==> config.mk <==
export PLATFORM = sky130hd
export DESIGN_NAME = multiword_serial_shifter_flat
export DESIGN_NICKNAME = d
export VERILOG_FILES = /design/src/rtl/multiword_serial_shifter_if.sv /design/src/rtl/multiword_serial_shifter.sv /design/src/flat_wrapper.sv
export SDC_FILE = /design/constraint.sdc
export NUM_CORES = 1
export LEC_CHECK = 0
export BUFFER_PORTS_ARGS = -buffer_cell sky130_fd_sc_hd__buf_2
export CORE_ASPECT_RATIO = 2
export CORE_UTILIZATION = 34
export CTS_BUF_LIST = sky130_fd_sc_hd__clkbuf_16
export DETAILED_ROUTE_END_ITERATION = 10
export HOLD_SLACK_MARGIN = 0.1
export SLEW_MARGIN = 20
export SYNTH_ARGS = -nofsm -noshare
export SYNTH_HDL_FRONTEND = slang
export SYNTH_SLANG_ARGS = --single-unit
export TNS_END_PERCENT = 50
==> constraint.sdc <==
create_clock -name clk50 -period 2.7 [get_ports clk50]
set_clock_uncertainty 0.05 [all_clocks]
set_input_delay 0.405 -clock clk50 [delete_from_list [all_inputs] [get_ports clk50]]
set_output_delay 0.405 -clock clk50 [all_outputs]
set_load 0.1 [all_outputs]
==> src/rtl/multiword_serial_shifter_if.sv <==
// Bus between the packet formatter (master) and multiword_serial_shifter (slave):
// word writes, control inputs, FIFO status and the serial output.
interface multiword_serial_shifter_if #(
    parameter int WIDTH = 10
);
    // Write handshake: wr_en is the valid. !full is the ready, and a write is taken on any
    // clk50 edge where wr_en && !full. A write while full is also taken when the shifter pops
    // a word on that same edge. Otherwise a write while full is dropped and sets overflow.
    logic             enable;
    logic             wr_en;
    logic [WIDTH-1:0] wr_data;
    logic             lsb_first;
    logic             full;
    logic             empty;
    logic             busy;
    logic             word_done;
    logic             overflow;
    logic             serial_out;

    modport master (
        output enable, wr_en, wr_data, lsb_first,
        input  full, empty, busy, word_done, overflow, serial_out
    );

    modport slave (
        input  enable, wr_en, wr_data, lsb_first,
        output full, empty, busy, word_done, overflow, serial_out
    );
endinterface

==> src/rtl/multiword_serial_shifter.sv <==
// FIFO-buffered parallel-to-serial shifter. Bits advance on synchronised gclk rises, and words chain back-to-back.
// Build option: define SERIAL_PARITY_EN to append one odd-parity bit after each word.
module multiword_serial_shifter #(
    parameter int WIDTH       = 10,
    parameter int DEPTH       = 4,
    parameter int SYNC_STAGES = 2
) (
    input  logic                       clk50,
    input  logic                       rst_n,
    input  logic                       gclk,
    multiword_serial_shifter_if.slave  bus,
    output logic                       state_dbg
);
    localparam int PW = $clog2(DEPTH);
    localparam int CW = PW + 1;
`ifdef SERIAL_PARITY_EN
    localparam int SR_W = WIDTH + 1;
`else
    localparam int SR_W = WIDTH;
`endif
    localparam int BCW = $clog2(SR_W);

    localparam logic [0:0] ST_IDLE  = 1'b0;
    localparam logic [0:0] ST_SHIFT = 1'b1;

    logic [SYNC_STAGES-1:0] sync_q, sync_d;
    logic                   hist_q, hist_d;
    logic [WIDTH-1:0]       mem_q [DEPTH];
    logic [PW-1:0]          wr_ptr_q, wr_ptr_d;
    logic [PW-1:0]          rd_ptr_q, rd_ptr_d;
    logic [CW-1:0]          count_q, count_d;
    logic                   full_q, full_d;
    logic                   empty_q, empty_d;
    logic                   overflow_q, overflow_d;
    logic [0:0]             state_q, state_d;
    logic [SR_W-1:0]        shift_q, shift_d;
    logic [BCW-1:0]         bit_cnt_q, bit_cnt_d;
    logic                   lsb_q, lsb_d;
    logic                   word_done_q, word_done_d;

    logic                   rise;
    logic                   push;
    logic                   pop;
    logic [WIDTH-1:0]       head;
    logic [SR_W-1:0]        load_word;

    always_comb begin
        head = mem_q[rd_ptr_q];
`ifdef SERIAL_PARITY_EN
        // The parity bit sits behind the data at whichever end shifts out last.
        load_word = bus.lsb_first ? {~(^head), head} : {head, ~(^head)};
`else
        load_word = head;
`endif
    end

    always_comb begin
        sync_d      = {sync_q[SYNC_STAGES-2:0], gclk};
        hist_d      = sync_q[SYNC_STAGES-1];
        rise        = sync_q[SYNC_STAGES-1] & ~hist_q;
        state_d     = state_q;
        shift_d     = shift_q;
        bit_cnt_d   = bit_cnt_q;
        lsb_d       = lsb_q;
        word_done_d = 1'b0;
        pop         = 1'b0;

        case (state_q)
            ST_IDLE: begin
                if (!empty_q) begin
                    pop = 1'b1;
                end
            end
            ST_SHIFT: begin
                if (rise) begin
                    if (bit_cnt_q == '0) begin
                        word_done_d = 1'b1;
                        if (!empty_q) begin
                            pop = 1'b1;
                        end else begin
                            state_d = ST_IDLE;
                        end
                    end else begin
                        shift_d   = lsb_q ? {1'b0, shift_q[SR_W-1:1]}
                                          : {shift_q[SR_W-2:0], 1'b0};
                        bit_cnt_d = bit_cnt_q - BCW'(1);
                    end
                end
            end
            default: state_d = ST_IDLE;
        endcase

        if (pop) begin
            shift_d   = load_word;
            lsb_d     = bus.lsb_first;
            bit_cnt_d = BCW'(SR_W - 1);
            state_d   = ST_SHIFT;
        end

        // A pop frees a slot on the same edge, so a write at full is still taken then.
        push       = bus.wr_en && (!full_q || pop);
        overflow_d = overflow_q || (bus.wr_en && full_q && !pop);
        count_d    = count_q + {{(CW-1){1'b0}}, push} - {{(CW-1){1'b0}}, pop};
        wr_ptr_d   = push ? wr_ptr_q + PW'(1) : wr_ptr_q;
        rd_ptr_d   = pop  ? rd_ptr_q + PW'(1) : rd_ptr_q;
        full_d     = (count_d == CW'(DEPTH));
        empty_d    = (count_d == '0);

        if (!bus.enable) begin
            sync_d      = '0;
            hist_d      = 1'b0;
            state_d     = ST_IDLE;
            shift_d     = '0;
            bit_cnt_d   = '0;
            lsb_d       = 1'b0;
            word_done_d = 1'b0;
            pop         = 1'b0;
            push        = 1'b0;
            overflow_d  = 1'b0;
            count_d     = '0;
            wr_ptr_d    = '0;
            rd_ptr_d    = '0;
            full_d      = 1'b0;
            empty_d     = 1'b1;
        end
    end

    always_ff @(posedge clk50 or negedge rst_n) begin
        if (!rst_n) begin
            sync_q      <= '0;
            hist_q      <= 1'b0;
            wr_ptr_q    <= '0;
            rd_ptr_q    <= '0;
            count_q     <= '0;
            full_q      <= 1'b0;
            empty_q     <= 1'b1;
            overflow_q  <= 1'b0;
            state_q     <= ST_IDLE;
            shift_q     <= '0;
            bit_cnt_q   <= '0;
            lsb_q       <= 1'b0;
            word_done_q <= 1'b0;
        end else begin
            sync_q      <= sync_d;
            hist_q      <= hist_d;
            wr_ptr_q    <= wr_ptr_d;
            rd_ptr_q    <= rd_ptr_d;
            count_q     <= count_d;
            full_q      <= full_d;
            empty_q     <= empty_d;
            overflow_q  <= overflow_d;
            state_q     <= state_d;
            shift_q     <= shift_d;
            bit_cnt_q   <= bit_cnt_d;
            lsb_q       <= lsb_d;
            word_done_q <= word_done_d;
        end
    end

    // Storage needs no reset: the count and the pointers decide what is valid.
    always_ff @(posedge clk50) begin
        if (push) begin
            mem_q[wr_ptr_q] <= bus.wr_data;
        end
    end

    assign bus.full       = full_q;
    assign bus.empty      = empty_q;
    assign bus.overflow   = overflow_q;
    assign bus.busy       = (state_q == ST_SHIFT);
    assign bus.word_done  = word_done_q;
    assign bus.serial_out = (state_q == ST_SHIFT) && (lsb_q ? shift_q[0] : shift_q[SR_W-1]);
    assign state_dbg      = state_q[0];
endmodule
==> src/flat_wrapper.sv <==
// flat-port wrapper written by rule: the top's interface ports become plain ports
module multiword_serial_shifter_flat 
#(
    parameter int WIDTH       = 10,
    parameter int DEPTH       = 4,
    parameter int SYNC_STAGES = 2
)
  (clk50, rst_n, gclk, state_dbg, bus_enable, bus_wr_en, bus_wr_data, bus_lsb_first, bus_full, bus_empty, bus_busy, bus_word_done, bus_overflow, bus_serial_out);
  multiword_serial_shifter_if #(.WIDTH(WIDTH)) bus_i ();
  input  logic clk50;
  input  logic rst_n;
  input  logic gclk;
  output logic state_dbg;
  input wire logic [$bits(bus_i.enable)-1:0] bus_enable;
  input wire logic [$bits(bus_i.wr_en)-1:0] bus_wr_en;
  input wire logic [$bits(bus_i.wr_data)-1:0] bus_wr_data;
  input wire logic [$bits(bus_i.lsb_first)-1:0] bus_lsb_first;
  output wire logic [$bits(bus_i.full)-1:0] bus_full;
  output wire logic [$bits(bus_i.empty)-1:0] bus_empty;
  output wire logic [$bits(bus_i.busy)-1:0] bus_busy;
  output wire logic [$bits(bus_i.word_done)-1:0] bus_word_done;
  output wire logic [$bits(bus_i.overflow)-1:0] bus_overflow;
  output wire logic [$bits(bus_i.serial_out)-1:0] bus_serial_out;
  assign bus_i.enable = bus_enable;
  assign bus_i.wr_en = bus_wr_en;
  assign bus_i.wr_data = bus_wr_data;
  assign bus_i.lsb_first = bus_lsb_first;
  assign bus_full = bus_i.full;
  assign bus_empty = bus_i.empty;
  assign bus_busy = bus_i.busy;
  assign bus_word_done = bus_i.word_done;
  assign bus_overflow = bus_i.overflow;
  assign bus_serial_out = bus_i.serial_out;
  multiword_serial_shifter #(.WIDTH(WIDTH), .DEPTH(DEPTH), .SYNC_STAGES(SYNC_STAGES)) u_core (.clk50(clk50), .rst_n(rst_n), .gclk(gclk), .bus(bus_i), .state_dbg(state_dbg));
endmodule
# --- Word level (Yosys, flattened, before mapping) ---
# Memories as Yosys holds them, arrays and structs flattened.
# Index checks and enable logic that the tools add are counted.
word_totals:
  reg_bits: 30
  word_cells: 79
  memories: 1
  output_inout_bits: 7
  in_bits: 16
  ramBits: 40
classes:
  add_sub_neg: 5
  n_reduce_logical: 11
  n_bitwise: 3
  muxes: 40
  n_eq_ne: 6
mem_list:
  columns: ["name", "depth", "width", "read_ports", "rd_ports_with_merged_regs", "wr", "line", "rtl"]
  rows:
  - ["u_core.mem_q", 4, 10, 1, 0, 1, "multiword_serial_shifter.sv:28", "logic [WIDTH-1:0] mem_q [DEPTH];"]
op_table:
  columns: ["op", "count"]
  rows:
  - ["10-bit 2-to-1 mux", 6]
  - ["1-bit 2-to-1 mux", 22]
  - ["4-bit 2-to-1 mux", 5]
  - ["2-bit 2-to-1 mux", 5]
  - ["3-bit by 1-bit != test with 1-bit output, second input constant", 2]
  - ["2-bit by 1-bit adder with 2-bit output, second input constant", 2]
  - ["1-bit logical AND", 4]
  - ["4-bit zero test", 1]
  - ["2-bit by 1-bit != test with 1-bit output, second input constant", 2]
  - ["4-bit by 1-bit subtractor with 4-bit output, second input constant", 1]
  - ["3-bit by 1-bit adder with 3-bit output", 1]
  - ["3-bit equality test, second input constant", 1]
  - ["3-bit zero test", 1]
  - ["3-bit 2-to-1 mux", 1]
  - ["3-bit != test, second input constant", 1]
  - ["3-bit AND reduction", 1]
  - ["3-bit by 1-bit subtractor with 3-bit output", 1]
  - ["1-bit zero test", 2]
  - ["1-bit logical OR", 2]
  - ["1-bit inverter", 2]
  - ["1-bit one-hot mux with 2 select lines", 1]
  - ["1-bit bitwise AND", 1]

# --- Longest topological paths before layout ---
# Gate-level depths: netlist (run 1).
depth:
  depth_word: 10
  ltp_mapped: 13
  mapped_depth_nobuf: 13

# --- Worst setup path before layout (run 1) ---
# No wires, ideal clock.
synth_timing:
  path_kind: "register to output"
  startpoint: "reg u_core.state_q (netlist: u_core.bus.busy)"
  endpoint: "out bus_serial_out"
  required_time_ns: 2.245
  path_stages_with_launch: 2
  path_slack_ns: -0.219
  n_path_buf: 0
  arrival_time_ns: 2.464
  path_cell_list: "dfrtp_1 > nor2b_1"
synth_between:
  elab_chain_cells: 1
synth_lines:
  columns: ["item", "line", "rtl"]
  rows:
  - ["from (decl)", "multiword_serial_shifter.sv:35", "logic [0:0] state_q, state_d;"]
  - ["from (signal assigned)", "multiword_serial_shifter.sv:152", "state_q <= state_d;"]
  - ["1-bit logical AND", "multiword_serial_shifter.sv:172", "assign bus.serial_out = (state_q == ST_SHIFT) && (lsb_q ? shift_q[0] : shift_q[SR_W-1]);"]
  - ["to (decl)", "flat_wrapper.sv:23", "output wire logic [$bits(bus_i.serial_out)-1:0] bus_serial_out;"]
# No other way between the ends.

# --- Worst setup path after layout (run 1) ---
layout_timing:
  startpoint: "reg u_core.bit_cnt_q[0]"
  endpoint: "reg u_core.full_q (netlist: u_core.bus.full)"
layout_between:
  elab_chain_cells: 10
layout_lines:
  columns: ["item", "line", "rtl"]
  rows:
  - ["from (decl)", "multiword_serial_shifter.sv:37", "logic [BCW-1:0] bit_cnt_q, bit_cnt_d;"]
  - ["from (signal assigned)", "multiword_serial_shifter.sv:154", "bit_cnt_q <= bit_cnt_d;"]
  - ["4-bit zero test (*)", "multiword_serial_shifter.sv:76", "if (bit_cnt_q == '0) begin"]
  - ["1-bit 2-to-1 mux (*)", "multiword_serial_shifter.sv:76", null]
  - ["1-bit 2-to-1 mux (*)", "multiword_serial_shifter.sv:75", "if (rise) begin"]
  - ["1-bit one-hot mux with 2 select lines (*)", "multiword_serial_shifter.sv:68", "case (state_q)"]
  - ["1-bit logical OR", "multiword_serial_shifter.sv:101", "push = bus.wr_en && (!full_q || pop);"]
  - ["1-bit logical AND", "multiword_serial_shifter.sv:101", null]
  - ["3-bit by 1-bit adder with 3-bit output", "multiword_serial_shifter.sv:103", "count_d = count_q + {{(CW-1){1'b0}}, push} - {{(CW-1){1'b0}}, pop};"]
  - ["3-bit by 1-bit subtractor with 3-bit output (*)", "multiword_serial_shifter.sv:103", null]
  - ["3-bit equality test (*)", "multiword_serial_shifter.sv:106", "full_d = (count_d == CW'(DEPTH));"]
  - ["1-bit 2-to-1 mux (*)", "multiword_serial_shifter.sv:109", "if (!bus.enable) begin"]
  - ["named net u_core.full_d", "multiword_serial_shifter.sv:32", "logic full_q, full_d;"]
  - ["to (signal assigned)", "multiword_serial_shifter.sv:149", "full_q <= full_d;"]
  - ["to (decl)", "multiword_serial_shifter.sv:32", null]
# Mark *: on every way through the listed nets, which the timed path passes. The rest lies on a longest branch.
# A chain may end at the register's enable or synchronous reset.

==> results of run 1 <==
==> power by group <==
group | switching (mW) | internal [mW] | total [mW]
registers | 0.148 | 1.32 | 1.47
clock network | 0.410 | 0.699 | 1.11
logic | 0.580 | 0.446 | 1.03
total | 1.14 | 2.47 | 3.60
==> placed cells by master (no fill, tap or decap), types with 2 or more instances in the layout <==
master and count:
a21oi_1 4, clkinv_1 2, buf_2 22, a221o_2 9
or3_1 2, mux2i_1 12, dfrtp_1 28, inv_1 15
xnor2_1 6, nor3_1 2, buf_4 2, nor2_1 21
and2_1 8, edfxtp_1 40, clkbuf_16 9, nand2_1 4
nand2b_1 2, mux4_2 10, o21ai_0 3, ha_1 7
==> synth_stat cells (2+ instances only) <==
library cell,number
and2_1,8
a21oi_1,4
buf_2,3
xnor2_1,6
nand2b_1,2
mux2i_1,12
nor2b_1,2
ha_1,7
a221o_2,9
nor3_1,2
o21ai_0,3
clkbuf_1,2
or3_1,2
dfrtp_1,29
inv_1,13
mux4_2,10
nand2_1,4
edfxtp_1,40
nor2_1,21
==> sequential cells by signal (all words and copies together) (netlist names), 2 cells and up <==
| signal | count |
|---|---|
| u_core.bit_cnt_q | 4 |
| u_core.sync_q | 2 |
| u_core.shift_q | 10 |
| u_core.wr_ptr_q | 2 |
| u_core.rd_ptr_q | 2 |
| u_core.mem_q | 40 |
| u_core.count_q | 3 |
==> metal layers <==
metal | GRT usage, % | vias up | share of wire [%]
met3 | 4.36 | 12 | 3.0
met5 | 0 | - | 0
li1 | - | 791 | -
met1 | 15.6 | 844 | 41
met4 | 8.84 | 0 | 3.3
met2 | 21.6 | 27 | 53
==> path summary, 6_finish.rpt <==
path	start	end	slack, ps	cells past startpoint
min in group asynchronous	rst_n	u_core.bus.full$_DFF_PN0_	610	2
setup reg to reg	u_core.bit_cnt_q[0]$_DFFE_PN0P_	u_core.bus.full$_DFF_PN0_	220	13
hold reg to reg	u_core.sync_q[0]$_DFF_PN0_	u_core.sync_q[1]$_DFF_PN0_	410	1
setup / recovery	u_core.bit_cnt_q[0]$_DFFE_PN0P_	u_core.bus.full$_DFF_PN0_	220	13
max in group asynchronous	rst_n	u_core.bus.busy$_DFF_PN0_	1510	2
hold / removal	gclk	u_core.sync_q[0]$_DFF_PN0_	240	2
==> critical path, stage by stage, from the launching register on <==
cell     delay, ps
dfrtp_1        400
inv_1           70
ha_1           170
nor3b_4        320
a31oi_4        130
inv_1           70
ha_1           220
inv_1           60
ha_1           130
inv_1           40
fa_1           370
xnor2_1        190
nand2_1         90
nor2_1         110
==> layout make-up <==
cell class | count | share of cell area (%)
well taps | 100 | 3.51
flip-flops and latches | 70 | 54.9
clock buffers | 9 | 6.31
multi-input cells | 110 | 28.4
repair buffers | 25 | 3.79
inverters | 14 | 1.47
clock inverters | 7 | 1.61
==> timing repair <==
action | in CTS | in global routing
hold endpoints to repair | 29 | 0
endpoints found under the setup margin | 0 | 0
hold buffers | 1 | 0
==> through the flow <==
step	worst slack (ps)	total power [mW]	area (µm²)	instances	hold slack [ps]
after floorplan	112	2.30	3060	200	59.4
after global placement	272	2.52	3280	318	396
after detailed placement	216	2.54	3280	318	402
after CTS	203	3.65	3570	335	225
after global routing	28.5	3.82	3570	335	227
final	224	3.60	3570	335	238
==> kinds of logic (layout without fill, tap and decap cells) <==
logic type	Yosys count	in the layout
compound gates	23	23
flops	70	70
xor+xnor	6	6
mux	22	22
buf+inv	20	55
fa+ha+maj	8	8
simple gates	51	51
==> metrics.md, run 1 <==
| Metric | Value |
|---|---|
| Most area-consuming cells after synthesis | `edfxtp_1 (39%), dfrtp_1 (24%), mux4_2 (7.4%)` |
| Seq/Total Area, Yosys | `approximately 64%` |
| Total congestion overflow | `0` |
| Post-detailed-routing wire length | `5350 µm` |
| Asr flop ratio synth | `42.9%` |
| Vias in the first global route | `around 1700` |
| Synth Area in Simple Gates | `under 10%` |
| Yosys reg bits | `70` |
| CTS root buf | `clkbuf_16` |
| GRT Overall Usage | `between 10 and 15%` |
| # rows | `48` |
| Die H | `around 140 µm` |
| Ys flop type | `edfxtp_1` |
| Leakage | `around 1.4 nW` |
| Syn_nets | `about 220` |
| RSZ-0062 raised after global routing | `false` |
| Total Neg Setup Slack | `0 ps` |
| Antenna violations before repair | `0` |
| Ant. Diodes | `0` |
| Starting density of the core | `around a third` |
| Number of I/O port buffers | `22` |
| Post-CTS Setup Inserts | `0` |
| Top-area cell type share of the netlist area | `a little under 40%` |
| Post-DP HPWL | `~3800 µm` |
| Reg area | `~2000 µm²` |
| Hold WC Path Type | `in2reg` |
| CTS tree | `yes` |
| Worst slew margin | `a little over half` |
| Syn_area_per_cell | `15.2 µm²` |
| IO Pins | `23` |
| Placer Congestion | `0.715` |
| Clock Tree Buf Depth | `2` |
| First-pass GRT wire length | `approximately 8900 µm` |
| Clock Sinks | `70` |
| DR vias/cell | `5.00` |
| Final ANT Viol Nets | `0` |
| Synth Warn # | `0` |
| Max Fanout on Critical Path | `5` |
| # DRC | `0` |
| Fin nets | `~250` |
| Worst skew pair latency | `330 ps` |
| # fillers | `~800` |
| Synthesized area | `between 3000 and 4000 µm²` |
| Wirelength per Cell | `about 16 µm` |
| Layout area overhead | `17.1%` |
| Iter 0 DRT Violations | `between 50 and 60` |
| Startpoint types | `register` |
| Worst-margin pin slew | `682 ps` |
| Resized Gates After CTS | `0` |
| Status | `complete, no violations` |
| Core footprint | `8650 µm²` |
| Final core utilization | `roughly two fifths` |
| Hold Fails Final Rpt | `0` |
| Cells after synthesis | `200` |
| Synth unique cells | `40` |
| Num CTS Buffers | `9` |
| XOR/XNOR Fraction of Synth Area | `under 10%` |
| Pins over their slew limit | `0` |
| Die area | `between 9000 and 10000 µm²` |
| H-tree levels | `3` |
| Critical Path RT | `around 2900 ps` |
| Crit path time final | `roughly 2500 ps` |
| VDD IR-drop max | `about 0.00052 V` |
| P per Cell Area | `a little over 1000 nW/µm²` |
| Multi-input logic area | `about 1000 µm²` |
| Ratio of cells with drive above 1 in the final layout | `between 20% and 30%` |
| DR vias | `between 1500 and 2000` |
| Fmax | `a little over 400 MHz` |
| Finish-stage setup viols | `0` |
| Clk slew on worst S/H paths | `roughly 50 ps` |
| Number of synthesized flops with an enable pin | `40` |
| Largest net degree at the start of global routing | `31` |
| Crit path DAT | `2690 ps` |
| Main combinational cell family by area after synthesis | `multiplexers` |
| Synth Area in Compound Gates | `under 10%` |
| Detailed-router iteration count before antenna repair | `4` |
| Critical path class | `reg2reg` |
| Max-Cap Viols | `0` |
| Die width | `between 60 and 70 µm` |
| Synth Area in Adders | `under 10%` |
| CP endpoint kind | `register` |
| Post-synth top area cell | `edfxtp_1` |
| Mux contribution to synthesized area | `between 10 and 15%` |
| Final period util | `between 90% and 100%` |
Note: power is estimated with default switching activity, not from simulation.
==> run 2: changes to the inputs <==
CORE_UTILIZATION = 40   (was 34)
PLACE_DENSITY = 0.67   (was not set)
==> metrics.md, run 2 (synthesized netlist as in run 1, its figures left out) <==
| Metric | Value |
|---|---|
| Final period util | `92.5% (was 91.7%)` |
| Fmax | `400 MHz (was 404 MHz)` |
| Regs by FF count | `u_core.mem_q x40, u_core.shift_q x10, u_core.bit_cnt_q x4 (unchanged)` |
| Detailed-router iteration count before antenna repair | `4 (unchanged)` |
| Power Internal | `2.67 mW (was 2.47 mW)` |
| Worst r2r path cells | `13 (unchanged)` |
| Final Power | `3.83 mW (was 3.60 mW)` |
| NetSw | `1.16 mW (was 1.14 mW)` |
| H-tree levels | `3 (unchanged)` |
| Clock Sinks | `70 (unchanged)` |
| Max FFs per register | `40 (unchanged)` |
| Clk slew on worst S/H paths | `60 ps (was 50 ps)` |
| RSZ-0062 raised after global routing | `false (unchanged)` |
| Die area | `7990 µm² (was 9370 µm²)` |
| Post-DP HPWL | `3610 µm (was 3770 µm)` |
| Clock power frac | `34.7% (was 30.8%)` |
| CTS tree | `yes (unchanged)` |
| Ratio of cells with drive above 1 in the final layout | `30.2% (was 28.9%)` |
| DR vias/cell | `5.17 (was 5.00)` |
| Total Neg Setup Slack | `0 ps (unchanged)` |
| Wirelength per Cell | `16.3 µm (was 16.0 µm)` |
| Crit path time final | `2500 ps (was 2480 ps)` |
| P per Cell Area | `1060 nW/µm² (was 1010 nW/µm²)` |
| Worst slew margin | `54.8% (was 54.5%)` |
| Status | `complete, no violations (unchanged)` |
| Commonest non-fill, non-tap cell in the layout | `edfxtp_1 (unchanged)` |
| Total congestion overflow | `0 (unchanged)` |
| Die H | `125 µm (was 136 µm)` |
| # rows | `44 (was 48)` |
| Largest net degree at the start of global routing | `31 (unchanged)` |
| Reg2reg end | `u_core.bus.full$_DFF_PN0_ (unchanged)` |
| Placer Congestion | `0.742 (was 0.715)` |
| CTS root buf | `clkbuf_16 (unchanged)` |
| Fin nets | `254 (unchanged)` |
| Combinational group share of total power | `26.9% (was 28.5%)` |
| Core footprint | `7320 µm² (was 8650 µm²)` |
| Crit path DAT | `2710 ps (was 2690 ps)` |
| Final ANT Viol Nets | `0 (unchanged)` |
| Largest register by flop count | `u_core.mem_q (unchanged)` |
| IO Pins | `23 (unchanged)` |
| CP Launch Point | `u_core.bit_cnt_q[0]$_DFFE_PN0P_ (unchanged)` |
| Number of I/O port buffers | `22 (unchanged)` |
| Worst-margin pin slew | `679 ps (was 682 ps)` |
| Pins over their slew limit | `0 (unchanged)` |
| Antenna violations before repair | `0 (unchanged)` |
| Post-detailed-routing wire length | `5340 µm (was 5350 µm)` |
| Worst R2R Start | `u_core.bit_cnt_q[0]$_DFFE_PN0P_ (unchanged)` |
| Layout area overhead | `18.6% (was 17.1%)` |
| First-pass GRT wire length | `8980 µm (was 8860 µm)` |
| Vias in the first global route | `1809 (was 1732)` |
| Die width | `63.7 µm (was 69.0 µm)` |
| Final core utilization | `49.4% (was 41.3%)` |
| Num CTS Buffers | `9 (unchanged)` |
| Area post-placement | `3270 µm² (was 3280 µm²)` |
| Hold WC Path Type | `in2reg (unchanged)` |
| Commonest cells after routing, fill and taps aside | `edfxtp_1 (40), dfrtp_1 (28), buf_2 (22), nor2_1 (21), inv_1 (14) (was edfxtp_1 (40), dfrtp_1 (28), buf_2 (22), nor2_1 (21), inv_1 (15))` |
| Switching share of power | `30.3% (was 31.6%)` |
| CP endpoint kind | `register (unchanged)` |
| Startpoint types | `register (unchanged)` |
| DR vias | `1691 (was 1674)` |
| Ant. Diodes | `0 (unchanged)` |
| Resized Gates After CTS | `0 (unchanged)` |
| Starting density of the core | `41.6% (was 35.2%)` |
| Critical Path RT | `2910 ps (about the same)` |
| VDD IR-drop max | `0.000525 V (was 0.000524 V)` |
| R2R setup slack | `200 ps (was 220 ps)` |
| Flop pwr share | `38.4% (was 40.7%)` |
| Finish-stage setup viols | `0 (unchanged)` |
| Critical path class | `reg2reg (unchanged)` |
| Max Fanout on Critical Path | `5 (unchanged)` |
| Iter 0 DRT Violations | `48 (was 56)` |
| GRT Overall Usage | `15.7% (was 13.8%)` |
| Max-Cap Viols | `0 (unchanged)` |
| Clock Tree Buf Depth | `2 (unchanged)` |
| Setup crit end | `u_core.bus.full$_DFF_PN0_ (unchanged)` |
| WHS | `235 ps (was 238 ps)` |
| Worst skew pair latency | `330 ps (about the same)` |
| # DRC | `0 (unchanged)` |
| Leakage | `1.41 nW (was 1.39 nW)` |
| Hold Fails Final Rpt | `0 (unchanged)` |
| Final instance area | `3620 µm² (was 3570 µm²)` |
==> run 2: what timing repair did <==
item / in CTS / in global routing
setup buffers: 0 / 0
hold buffers: 1 / 0
endpoints found under the hold margin: 29 / 0
endpoints found under the setup margin: 0 / 0
==> run 2: layout make-up <==
cell class / instances / area (µm²)
repair buffers: 25 / 135
fillers: 629 / 3710
clock inverters: 7 / 115
flip-flops and latches: 70 / 1960
clock buffers: 9 / 225
multi-input cells: 110 / 1010
well taps: 92 / 115
inverters: 14 / 52.6
==> run 2: routing by layer <==
layer | global-route usage, % | vias to the layer above | part of all wire (%)
li1 | - | 798 | -
met2 | 26.8 | 33 | 54
met5 | 0 | - | 0
met3 | 5.57 | 12 | 3.9
met4 | 9.36 | 0 | 2.8
met1 | 16.1 | 848 | 39
==> run 2: power groups by stage <==
stage          clock network (mW)  logic (mW)  registers [mW]
4_1_cts                      1.35        1.05            1.47
5_1_grt                      1.40        1.13            1.49
2_1_floorplan                   0       0.755            1.54
3_5_place_dp                    0        1.04            1.49
6_report                     1.33        1.03            1.47
3_3_place_gp                    0        1.03            1.49
==> run 2: metrics by stage <==
step                      cells  worst slack, ps
final                       327              201
after CTS                   327              177
after global placement      310              277
after global routing        327             39.3
after detailed placement    310              217
after floorplan             200              112
==> run 2: worst max-delay path: stages (launching register included) <==
cell	delay, ps
dfrtp_1	400
inv_1	70
ha_1	180
nor3b_4	330
a31oi_4	130
inv_1	70
ha_1	210
inv_1	50
ha_1	130
inv_1	50
fa_1	370
xnor2_1	210
nand2_1	100
nor2_1	100
==> run 2: how the worst min path moves through the flow <==
stage | to | slack [ps] | from | cells after the start
2_1_floorplan | u_core.bit_cnt_q[0]$_DFFE_PN0P_ | 60 | rst_n | 0
3_3_place_gp | u_core.sync_q[1]$_DFF_PN0_ | 400 | u_core.sync_q[0]$_DFF_PN0_ | 1
3_5_place_dp | u_core.sync_q[1]$_DFF_PN0_ | 410 | u_core.sync_q[0]$_DFF_PN0_ | 1
4_1_cts | u_core.mem_q[0][5]$_DFFE_PP_ | 220 | bus_wr_data[5] | 1
5_1_grt | u_core.mem_q[2][5]$_DFFE_PP_ | 230 | bus_wr_data[5] | 1
6_report | u_core.mem_q[1][5]$_DFFE_PP_ | 230 | bus_wr_data[5] | 1
==> run 3: changes to the inputs <==
PLACE_DENSITY = 0.56   (was 0.67)
==> metrics.md, run 3 (synthesized netlist as in run 1, its figures left out) <==
| Metric | Value |
|---|---|
| Commonest cells after routing, fill and taps aside | `edfxtp_1 (40), dfrtp_1 (28), buf_2 (22), nor2_1 (21), inv_1 (13) (was edfxtp_1 (40), dfrtp_1 (28), buf_2 (22), nor2_1 (21), inv_1 (14))` |
| Crit path time final | `2490 ps (was 2500 ps)` |
| Post-DP HPWL | `3670 µm (was 3610 µm)` |
| Final ANT Viol Nets | `0 (unchanged)` |
| Final core utilization | `49.6% (was 49.4%)` |
| Worst path cell trace | `inv_1 -> ha_1 -> nor3b_4 -> a31oi_4 -> inv_1 -> ha_1 -> inv_1 -> ha_1 -> inv_1 -> fa_1 -> xnor2_1 -> nand2_1 -> nor2_1 (unchanged)` |
| Multi-input logic area | `1010 µm² (unchanged)` |
| Commonest non-fill, non-tap cell in the layout | `edfxtp_1 (unchanged)` |
| DR vias | `1718 (was 1691)` |
| P per Cell Area | `1020 nW/µm² (was 1060 nW/µm²)` |
| Clock Sinks | `70 (unchanged)` |
| Pins over their slew limit | `0 (unchanged)` |
| Largest stage delay, worst path | `390 ps (was 400 ps)` |
| Die area | `7990 µm² (unchanged)` |
| Layout Cells excl Fill | `334 (was 327)` |
| Crit path DAT | `2700 ps (was 2710 ps)` |
| Pre-CTS setup slack | `182 ps (was 217 ps)` |
| Fmax | `401 MHz (was 400 MHz)` |
| Max FFs per register | `40 (unchanged)` |
| Vias in the first global route | `1870 (was 1809)` |
| VDD IR-drop max | `0.000581 V (was 0.000525 V)` |
| CTS root buf | `clkbuf_16 (unchanged)` |
| Reg area | `1960 µm² (unchanged)` |
| Area post-placement | `3300 µm² (was 3270 µm²)` |
| First-pass GRT wire length | `9290 µm (was 8980 µm)` |
| Startpoint types | `register (unchanged)` |
| Largest net degree at the start of global routing | `31 (unchanged)` |
| Busiest layer in global routing | `met2 (unchanged)` |
| Clk slew on worst S/H paths | `60 ps (about the same)` |
| Delay-heaviest family, CP | `adder cells (unchanged)` |
| Resized Gates After CTS | `0 (unchanged)` |
| Final worst slack | `208 ps (was 201 ps)` |
| Most used cell, CP | `inv_1 (unchanged)` |
| Worst slew margin | `53.4% (was 54.8%)` |
| CP endpoint kind | `register (unchanged)` |
| DR vias/cell | `5.14 (was 5.17)` |
| Hold WC Path Type | `in2reg (unchanged)` |
| GRT Overall Usage | `15.8% (was 15.7%)` |
| Placer Congestion | `0.720 (was 0.742)` |
| Total Neg Setup Slack | `0 ps (unchanged)` |
| Num CTS Buffers | `9 (unchanged)` |
| GR Util met3 | `4.38% (was 5.57%)` |
| Worst r2r path cells | `13 (unchanged)` |
| Total congestion overflow | `0 (unchanged)` |
| Finish-stage setup viols | `0 (unchanged)` |
| Status | `complete, no violations (unchanged)` |
| Post-detailed-routing wire length | `5450 µm (was 5340 µm)` |
| Fin nets | `261 (was 254)` |
| IO Pins | `23 (unchanged)` |
| Layout area overhead | `19.0% (was 18.6%)` |
| Met2 Use GR | `26.9% (was 26.8%)` |
| Final instance area | `3630 µm² (was 3620 µm²)` |
| Regs by FF count | `u_core.mem_q x40, u_core.shift_q x10, u_core.bit_cnt_q x4 (unchanged)` |
| Placed Cells | `315 (was 310)` |
| Hold Fails Final Rpt | `0 (unchanged)` |
| R2R setup slack | `210 ps (was 200 ps)` |
| Critical Path RT | `2910 ps (about the same)` |
| Met1 usage | `18.0% (was 16.1%)` |
| # fillers | `630 (was 629)` |
| Ratio of cells with drive above 1 in the final layout | `32.2% (was 30.2%)` |
| Leakage | `1.42 nW (was 1.41 nW)` |
| Iter 0 DRT Violations | `91 (was 48)` |
| Reg2reg end | `u_core.bus.full$_DFF_PN0_ (unchanged)` |
| Core footprint | `7320 µm² (unchanged)` |
| Final period util | `92.3% (was 92.5%)` |
| RSZ-0062 raised after global routing | `false (unchanged)` |
| Antenna violations before repair | `0 (unchanged)` |
| Detailed-router iteration count before antenna repair | `4 (unchanged)` |
| Die width | `63.7 µm (unchanged)` |
| Worst R2R Start | `u_core.bit_cnt_q[0]$_DFFE_PN0P_ (unchanged)` |
| Number of I/O port buffers | `22 (unchanged)` |
| Max-Cap Viols | `0 (unchanged)` |
| Critical path's slowest cell | `dfrtp_1 (unchanged)` |
| Setup crit end | `u_core.bus.full$_DFF_PN0_ (unchanged)` |
| Critical path class | `reg2reg (unchanged)` |
| WP buf/inv | `4 (unchanged)` |
| Die H | `125 µm (unchanged)` |
| Largest register by flop count | `u_core.mem_q (unchanged)` |
| CTS tree | `yes (unchanged)` |
| Starting density of the core | `41.6% (unchanged)` |
| # rows | `44 (unchanged)` |
| Max Fanout on Critical Path | `4 (was 5)` |
| Clock Tree Buf Depth | `2 (unchanged)` |
| Worst path depth | `13 (unchanged)` |
| CP Launch Point | `u_core.bit_cnt_q[0]$_DFFE_PN0P_ (unchanged)` |
| # DRC | `0 (unchanged)` |
| Ant. Diodes | `0 (unchanged)` |
| Wirelength per Cell | `16.3 µm (about the same)` |
| Worst-margin pin slew | `700 ps (was 679 ps)` |
| Worst skew pair latency | `330 ps (about the same)` |
| H-tree levels | `3 (unchanged)` |
run 3: changes by cell type in the layout (fill, tap and decap cells not counted), sizes merged:
cell,delta
bufinv,-2
inv,-1
buf,+7
clkinvlp,+1
clkinv,+2
run 3: routing by layer:
metal | part of all wire [%] | up-vias
met4 | 2.0 | 0
met2 | 53 | 34
met3 | 3.0 | 9
met5 | 0 | -
li1 | - | 813
met1 | 42 | 862
run 3: worst min-delay path by stage:
stage,from,end,slack [ps],depth (start not counted)
5_1_grt,bus_wr_data[1],u_core.mem_q[1][1]$_DFFE_PP_,240,1
4_1_cts,gclk,u_core.sync_q[0]$_DFF_PN0_,230,2
3_5_place_dp,u_core.sync_q[0]$_DFF_PN0_,u_core.sync_q[1]$_DFF_PN0_,390,1
2_1_floorplan,rst_n,u_core.bit_cnt_q[0]$_DFFE_PN0P_,60,0
3_3_place_gp,u_core.sync_q[0]$_DFF_PN0_,u_core.sync_q[1]$_DFF_PN0_,390,1
6_report,gclk,u_core.sync_q[0]$_DFF_PN0_,240,2
run 3: layout make-up:
class                   count  share of cell area [%]
multi-input cells         110                    28.0
flip-flops and latches     70                    54.0
clock inverters             7                    2.07
inverters                  14                    1.45
well taps                  92                    3.17
clock buffers               9                    6.21
repair buffers             32                    5.17
run 3: repair_timing:
action	4_1_cts	5_1_grt
hold buffers	1	0
setup buffers	0	2
endpoints found under the hold margin	23	0
setup endpoints to repair	0	1
run 3: where the power goes:
group	internal, mW	switching (mW)
clock	0.715	0.439
combinational	0.481	0.600
sequential	1.32	0.148
run 3: through the flow:
| stage | power [mW] | hold WS [ps] |
|---|---|---|
| 2_1_floorplan | 2.30 | 59.4 |
| 3_3_place_gp | 2.55 | 390 |
| 4_1_cts | 3.73 | 227 |
| 5_1_grt | 3.90 | 238 |
| 6_report | 3.70 | 240 |
| 3_5_place_dp | 2.56 | 392 |
